[src/rtl/div_mod_32bit.sv]
`default_nettype none
// ============================================================================
// Module      : div_mod_32bit
// Description : Iterative restoring divider for the eBPF CPU ALU. It accepts
//               one operand pair through a valid/ready handshake and returns
//               quotient and remainder together after a fixed latency. One
//               quotient bit is resolved per cycle, MSB first.
//               Divide by zero gives quotient 0, remainder = dividend and
//               raises div_by_zero, so the CPU needs no trap logic.
//
//               Optional feature macro: DIVMOD_SIGNED_EN
//                 defined   -> is_signed selects two's-complement operation.
//                              A FIX cycle applies sign correction, which
//                              adds one cycle of latency to every
//                              nonzero-divisor operation.
//                 undefined -> all operations are unsigned and is_signed is
//                              ignored.
//
// Ports       : clk          clock, rising edge
//               rst          synchronous active-high reset
//               in_valid     operand pair valid
//               in_ready     block idle, operands accepted
//               dividend     numerator   [WIDTH-1:0]
//               divisor      denominator [WIDTH-1:0]
//               is_signed    two's-complement operation (signed build only)
//               out_valid    results valid, held until accepted
//               out_ready    consumer accepts results
//               quotient     dividend / divisor [WIDTH-1:0]
//               remainder    dividend % divisor [WIDTH-1:0]
//               div_by_zero  divisor was zero (valid with out_valid)
//
// Revision    : 1.0 - initial release
// ============================================================================
module div_mod_32bit #(
    parameter int WIDTH = 32
) (
    input  logic             clk,
    input  logic             rst,
    input  logic             in_valid,
    output logic             in_ready,
    input  logic [WIDTH-1:0] dividend,
    input  logic [WIDTH-1:0] divisor,
    input  logic             is_signed,
    output logic             out_valid,
    input  logic             out_ready,
    output logic [WIDTH-1:0] quotient,
    output logic [WIDTH-1:0] remainder,
    output logic             div_by_zero
);

    localparam int c_CW = $clog2(WIDTH);
    localparam logic [c_CW-1:0] c_LAST = c_CW'(WIDTH - 1);

    localparam logic [1:0] c_ST_IDLE = 2'd0;
    localparam logic [1:0] c_ST_RUN  = 2'd1;
`ifdef DIVMOD_SIGNED_EN
    localparam logic [1:0] c_ST_FIX  = 2'd2;
`endif
    localparam logic [1:0] c_ST_DONE = 2'd3;

    logic [1:0]       r_state;
    logic [1:0]       w_next_state;
    logic [c_CW-1:0]  r_count;
    // r_quo starts as the dividend magnitude; dividend bits shift out of the
    // top while quotient bits shift in at the bottom.
    logic [WIDTH-1:0] r_quo;
    logic [WIDTH-1:0] r_rem;
    logic [WIDTH-1:0] r_div;

    logic             w_div_zero;
    logic             w_run_last;
    logic [WIDTH:0]   w_shift;
    logic [WIDTH:0]   w_diff;
    logic             w_qbit;
    logic [WIDTH-1:0] w_rem_next;
    logic [WIDTH-1:0] w_quo_next;
    logic [WIDTH-1:0] w_mag_a;
    logic [WIDTH-1:0] w_mag_b;

`ifdef DIVMOD_SIGNED_EN
    logic             w_neg_a;
    logic             w_neg_b;
    logic             r_neg_q;
    logic             r_neg_r;

    assign w_neg_a = is_signed & dividend[WIDTH-1];
    assign w_neg_b = is_signed & divisor[WIDTH-1];
    // The magnitude of INT_MIN is itself, which reads correctly as unsigned.
    assign w_mag_a = w_neg_a ? (~dividend + 1'b1) : dividend;
    assign w_mag_b = w_neg_b ? (~divisor + 1'b1) : divisor;
`else
    logic             w_unused_is_signed;

    assign w_unused_is_signed = is_signed;
    assign w_mag_a            = dividend;
    assign w_mag_b            = divisor;
`endif

    assign in_ready   = (r_state == c_ST_IDLE);
    assign out_valid  = (r_state == c_ST_DONE);
    assign w_div_zero = (divisor == '0);
    assign w_run_last = (r_state == c_ST_RUN) && (r_count == c_LAST);

    // One restoring step: the partial remainder is WIDTH+1 bits wide, and its
    // top bit after the trial subtraction acts as the borrow/sign.
    assign w_shift    = {r_rem, r_quo[WIDTH-1]};
    assign w_diff     = w_shift - {1'b0, r_div};
    assign w_qbit     = ~w_diff[WIDTH];
    assign w_rem_next = w_qbit ? w_diff[WIDTH-1:0] : w_shift[WIDTH-1:0];
    assign w_quo_next = {r_quo[WIDTH-2:0], w_qbit};

    // ------------------------------------------------------------------------
    // State register
    // ------------------------------------------------------------------------
    always_ff @(posedge clk) begin
        if (rst) begin
            r_state <= c_ST_IDLE;
        end else begin
            r_state <= w_next_state;
        end
    end

    // ------------------------------------------------------------------------
    // Next-state logic
    // ------------------------------------------------------------------------
    always_comb begin
        w_next_state = r_state;
        case (r_state)
            c_ST_IDLE: begin
                if (in_valid) begin
                    w_next_state = w_div_zero ? c_ST_DONE : c_ST_RUN;
                end
            end
            c_ST_RUN: begin
                if (w_run_last) begin
`ifdef DIVMOD_SIGNED_EN
                    w_next_state = c_ST_FIX;
`else
                    w_next_state = c_ST_DONE;
`endif
                end
            end
`ifdef DIVMOD_SIGNED_EN
            c_ST_FIX: begin
                w_next_state = c_ST_DONE;
            end
`endif
            c_ST_DONE: begin
                if (out_ready) begin
                    w_next_state = c_ST_IDLE;
                end
            end
            default: begin
                w_next_state = c_ST_IDLE;
            end
        endcase
    end

    // ------------------------------------------------------------------------
    // Datapath and result registers. Results are written only on the edge
    // that enters DONE, so they stay stable while out_valid is high.
    // ------------------------------------------------------------------------
    always_ff @(posedge clk) begin
        if (rst) begin
            r_count     <= '0;
            r_quo       <= '0;
            r_rem       <= '0;
            r_div       <= '0;
            quotient    <= '0;
            remainder   <= '0;
            div_by_zero <= 1'b0;
`ifdef DIVMOD_SIGNED_EN
            r_neg_q     <= 1'b0;
            r_neg_r     <= 1'b0;
`endif
        end else begin
            case (r_state)
                c_ST_IDLE: begin
                    if (in_valid) begin
                        r_count <= '0;
                        r_quo   <= w_mag_a;
                        r_rem   <= '0;
                        r_div   <= w_mag_b;
`ifdef DIVMOD_SIGNED_EN
                        r_neg_q <= w_neg_a ^ w_neg_b;
                        r_neg_r <= w_neg_a;
`endif
                        if (w_div_zero) begin
                            quotient    <= '0;
                            remainder   <= dividend;
                            div_by_zero <= 1'b1;
                        end
                    end
                end
                c_ST_RUN: begin
                    r_count <= r_count + 1'b1;
                    r_quo   <= w_quo_next;
                    r_rem   <= w_rem_next;
`ifndef DIVMOD_SIGNED_EN
                    if (w_run_last) begin
                        quotient    <= w_quo_next;
                        remainder   <= w_rem_next;
                        div_by_zero <= 1'b0;
                    end
`endif
                end
`ifdef DIVMOD_SIGNED_EN
                c_ST_FIX: begin
                    quotient    <= r_neg_q ? (~r_quo + 1'b1) : r_quo;
                    remainder   <= r_neg_r ? (~r_rem + 1'b1) : r_rem;
                    div_by_zero <= 1'b0;
                end
`endif
                default: begin
                end
            endcase
        end
    end

endmodule
`default_nettype wire

[config.mk]
export PLATFORM = sky130hd
export DESIGN_NAME = div_mod_32bit
export DESIGN_NICKNAME = d
export VERILOG_FILES = /design/src/rtl/div_mod_32bit.sv
export SDC_FILE = /design/constraint.sdc
export NUM_CORES = 1
export LEC_CHECK = 0
export ABC_AREA = 1
export CAP_MARGIN = 25
export CORE_ASPECT_RATIO = 1.75
export CORE_UTILIZATION = 55
export CTS_CLUSTER_SIZE = 10
export DETAILED_ROUTE_END_ITERATION = 10
export HOLD_SLACK_MARGIN = 0.02
export PLACE_DENSITY_LB_ADDON = 0.3
export SKIP_CTS_REPAIR_TIMING = 1
export SYNTH_ARGS = -nofsm -noshare
export SYNTH_HDL_FRONTEND = slang
export SYNTH_SLANG_ARGS = --single-unit
[constraint.sdc]
create_clock -name clk -period 2.46 [get_ports clk]
set_input_delay 0.492 -clock clk [delete_from_list [all_inputs] [get_ports clk]]
set_output_delay 0.492 -clock clk [all_outputs]
set_load 0.02 [all_outputs]
* Word-level counts from Yosys, hierarchy flattened
Index checks and enable logic that the tools add are counted.
** Storage, ports and cells
- Flip-flop bits (word level) :: 168
- Input port bits :: 69
- Output and inout port bits :: 67
- Logic and storage cells :: 50
** Operators by class
- $add $sub $neg :: 2
- Eq/ne operators :: 7
- Muxes and demuxes :: 24
- Bitwise operators :: 1
- Reductions and logical operators :: 8
** Operators by type and width (count)
- two-way mux 32 bit :: 9
- case mux 32 bit (2 select lines) :: 4
- subtractor 33 x 32 -> 33 bit :: 1
- zero test 32 bit :: 1
- case mux 5 bit (2 select lines) :: 1
- two-way mux 2 bit :: 4
- case mux 2 bit (3 select lines) :: 1
- adder 5 x 1 -> 5 bit (second input constant) :: 1
- == test 5 bit (second input constant) :: 1
- two-way mux 5 bit :: 1
- inequality test 2 x 1 -> 1 bit (second input constant) :: 2
- inequality test 2 bit (second input constant) :: 2
- AND reduction 2 bit :: 2
- AND reduction 4 bit :: 1
- two-way mux 1 bit :: 3
- AND reduction 3 bit :: 1
- == test 2 x 1 -> 1 bit (second input constant) :: 1
- == test 2 bit (second input constant) :: 1
- zero test 2 bit :: 1
- case mux 1 bit (2 select lines) :: 1
- nonzero test 2 bit :: 1
- logical AND 1 bit :: 1
- inverter 1 bit :: 1

* Logic depth before layout (Yosys ltp)
- Depth in word-level cells :: 4
- Gate-level depth with buffers :: 18
- Gate-level depth less buffers :: 18

* Worst setup path after synthesis
Ideal clock, no wire load.
- Kind :: register -> register
- From :: register r_quo[31]
- To :: register r_rem[2]
- Library setup time :: 132 ps
- Arrival time :: 2141 ps
- Required time :: 2328 ps
- Setup slack :: 187 ps
- Cell stages (with the launch flop) :: 19
- Path buffers :: 1
- Period minus slack after synthesis :: 2273 ps
- Cell sequence :: dfxtp_1 > inv_1 > ha_1 > fa_1 > inv_1 > nand2_1 > nand2_1 > nand3_1 > nand2_2 > nand2_2 > nand2_2 > nand2_2 > nand2_2 > nand2_2 > nand2_4 > buf_6 > nand2_1 > nand3_1 > a21oi_1
** On the way
- Word-level cells in the longest chain between the ends :: 3
** RTL lines
- from (decl) :: RTL line 66 : logic [WIDTH-1:0] r_quo;
- from (signal assigned) :: RTL line 181 : r_quo <= w_mag_a;
- from (signal assigned) :: RTL line 197 : r_quo <= w_quo_next;
- subtractor 33 x 32 -> 33 bit :: RTL line 107 : assign w_diff = w_shift - {1'b0, r_div};
- two-way mux 32 bit :: RTL line 109 : assign w_rem_next = w_qbit ? w_diff[WIDTH-1:0] : w_shift[WIDTH-1:0];
- case mux 32 bit (2 select lines) :: RTL line 177 : case (r_state)
- to (signal assigned) :: RTL line 198 : r_rem <= w_rem_next;
- to (decl) :: RTL line 67 : logic [WIDTH-1:0] r_rem;
Every way passes these cells.
A chain may end at the register's enable or synchronous reset.

* Worst setup path after layout
- From :: register r_quo[31]
- To :: register r_rem[13]
The elaborated chain is that of the path after synthesis.

==> results_dict.tcl <==
set metrics [dict create \
    finish.net_count 1787 \
    htree_levels 4 \
    power.total_uw 10200 \
    synth-seq-area-share_pct 35.2 \
    path_clk_slew_ps 70 \
    overflow 0 \
    syn-num-nets 1626 \
    grt_usage_pct 32.2 \
    setup_viol 0 \
    cp.arrival_ps 2770 \
    core_area_sq_um 16900 \
    hold_class "flip-flop to flip-flop" \
    slew_viol_final 0 \
    n_antenna_cell 0 \
    syn_inst 1522 \
    grt_antenna_before_repair 0 \
    clock-sinks 168 \
    hold_ws_ps 461 \
    yosys_warnings 0 \
    wl_per_cell_um 15.1 \
    placed_area_sq_um 11500 \
    syn2layout_area_growth_pct 30.8 \
    outcome "complete, no violations" \
    netlist_area_sq_um 9550 \
    leakage_uw 0.00603 \
    die-area_sq_um 17900 \
    drcViolationCount 0 \
    io-pin-count 136 \
    ys_types 37 \
    start_util_pct 56.4 \
    final_area_sq_um 12500 \
    fin_crit_ps 2420 \
    worstSetupEndpointType "flip-flop" \
    grt_pass1_vias 9550 \
    fin_crit_sh_pct 98.5 \
    drt_iter0_markers 782 \
    reg2reg_to "r_rem[13]$_SDFFE_PP0P_" \
    max_freq_mhz 413 \
    wl_um 29100 \
    antenna_left 0 \
    drive_above_1_share_pct 10.2 \
    grt_max_degree 100 \
    synth.avg_cell_area_sq_um 6.27 \
    numPortBuffers 134 \
    endpoint "r_rem[13]$_SDFFE_PP0P_" \
    worstMarginPinSlew_ps 540 \
    dieHeight_um 176 \
    hpwlAfterDp_um 21700 \
    gp_congestion 0.985 \
    grt_setup_unrepaired "true" \
    finalHoldViolCount 0 \
    clk_path_buf_depth 2 \
    r2r-start "r_quo[31]$_SDFFE_PP0P_" \
    die_width_um 102 \
    cts_made_buffers 17 \
    ir_worst_vdd_mv 0.499 \
    crit_fanout 6 \
    cts_root_buffer "clkbuf_16" \
    ys_ff_latch 168 \
    insertion_delay_ps 430 \
    cts_tree "built" \
    rrSetupSlack_ps 40 \
    rows 63 \
    grt_pass1_wl_um 45000 \
    worstSetupPathType "flip-flop to flip-flop" \
    slew_headroom_pct 64.0 \
    powerDensity_nw_per_um2 817 \
    finalClockSkew_ps 9.15 \
    required_ps 2810 \
    cp-startpoint "r_quo[31]$_SDFFE_PP0P_" \
    drv_cap 0 \
    via_per_inst 5.30 \
    critPathLaunchType "flip-flop" \
    num_vias 10200 \
    r2r_cells 17 \
    dr.pass1.iters 7 \
]
==> kinds of logic after synthesis <==
logic type	after synthesis	share of synthesized area (%)
AND/OR/NAND/NOR	680	29.1
XOR/XNOR	9	0.825
adder cells (fa/ha/maj)	35	4.66
AO/OA/AOI/OAI	300	16.8
flip-flops	168	35.2
buffers and inverters	330	13.4
==> power by group <==
group / switching, uW / total (uW) / internal, uW
Sequential: 143 / 3040 / 2890
Combinational: 2820 / 4410 / 1580
Clock: 1140 / 2760 / 1620
==> final cells by class <==
type                            instances  area [sq um]
Multi-Input combinational cell       1024          5210
Fill cell                            1397          4460
Sequential cell                       168          3370
Timing Repair Buffer                  205          2040
Inverter                              267          1000
Clock buffer                           20           447
Tap cell                              227           284
Clock inverter                         10           145
==> flip-flops by register name (all words and copies together) (netlist names) <==
signal,count
div_by_zero,1
quotient,32
r_count,5
r_div,32
r_quo,32
r_rem,32
r_state,2
remainder,32
==> through the flow <==
| step | utilization [%] | instances | TNS (ps) | setup WS [ps] |
|---|---|---|---|---|
| after CTS | 71.5 | 1915 | -2490 | -81.0 |
| after floorplan | - | 1522 | 0 | 187 |
| after global routing | 73.7 | 1921 | -111 | -45.9 |
| final | 73.7 | 1921 | 0 | 36.7 |
| after detailed placement | 68.0 | 1885 | -7920 | -204 |
| after global placement | 68.0 | 1885 | -5480 | -132 |
==> critical path: stages, from the launching register on <==
cell and delay [ps]:
dfxtp_2 330, inv_2 60, ha_4 170, fa_2 380, inv_2 80, nand2_1 60, nand2_2 70, nand3_2 60
nand2_2 80, nand2_2 80, nand2_4 80, nand2_4 80, nand2_4 120, nand2_8 100, clkbuf_16 180, nand3_1 90
nand3_2 130, a21oi_1 200
==> routing by layer <==
layer  track usage (%)  vias to the layer above  part of all wire (%)
met5                 0                        -                     0
met4              17.3                        0                   4.8
met3              3.96                       82                   4.3
met2              58.8                      348                    52
met1              35.2                     4632                    38
li1                  -                     5127                     -
==> cell usage after synthesis <==
cell type  instances  area share, %
and2_1             3           0.20
inv_2              2          0.079
o21ai_2            1          0.092
xor2_1             5           0.46
nor2_4             1           0.12
nand2_1          448             18
a31oi_1            8           0.52
a221oi_1           1          0.092
nand3_2            3           0.31
nand3_1           80            4.2
buf_6              2           0.24
nor2_1           112            4.4
a21oi_1          188            9.9
inv_1            264             10
nand4_1           10           0.66
nand3b_1           1          0.079
a21oi_2            1          0.092
fa_1               1           0.21
buf_4              1          0.079
buf_1              2          0.079
clkbuf_1          43            1.7
o21bai_1           1          0.079
o21ai_0           68            3.6
nand2_2            6           0.39
nand2_4            3           0.35
nor3_1             3           0.16
and3_1             4           0.26
a21o_1             1          0.079
dfxtp_1          168             35
ha_1              34            4.5
o21ai_1            1          0.052
a211oi_1          29            2.3
nor4_1             6           0.39
o211a_1            1           0.10
xnor2_1            4           0.37
buf_2             15           0.79
clkinv_1           1          0.039
==> worst min path at each step <==
stage,cells past startpoint,to,slack (ps),startpoint
3_3_place_gp,2,r_div[9]$_SDFFE_PP0P_,450,r_div[9]$_SDFFE_PP0P_
6_report,2,r_div[18]$_SDFFE_PP0P_,460,r_div[18]$_SDFFE_PP0P_
4_1_cts,2,r_div[18]$_SDFFE_PP0P_,460,r_div[18]$_SDFFE_PP0P_
3_5_place_dp,2,r_div[18]$_SDFFE_PP0P_,450,r_div[18]$_SDFFE_PP0P_
5_1_grt,2,r_div[18]$_SDFFE_PP0P_,480,r_div[18]$_SDFFE_PP0P_
2_1_floorplan,2,r_div[10]$_SDFFE_PP0P_,430,r_div[10]$_SDFFE_PP0P_
==> placed cells by master, fill, tap and decap left out, types with 5 or more instances in the layout <==
| cell | count |
|---|---|
| a211oi_1 | 29 |
| nand4_1 | 10 |
| nand2_1 | 442 |
| buf_12 | 10 |
| ha_1 | 30 |
| a21oi_1 | 171 |
| o21ai_0 | 68 |
| clkdlybuf4s50_1 | 133 |
| a21oi_2 | 18 |
| dfxtp_1 | 166 |
| nor2_1 | 106 |
| clkinvlp_4 | 5 |
| nand3_1 | 64 |
| nor4_1 | 6 |
| inv_1 | 262 |
| nand3_2 | 17 |
| a31oi_1 | 8 |
| clkbuf_16 | 19 |
| xor2_1 | 5 |
| nand2_2 | 8 |
| buf_4 | 57 |
No activity file was read; power rests on OpenSTA's default activity.
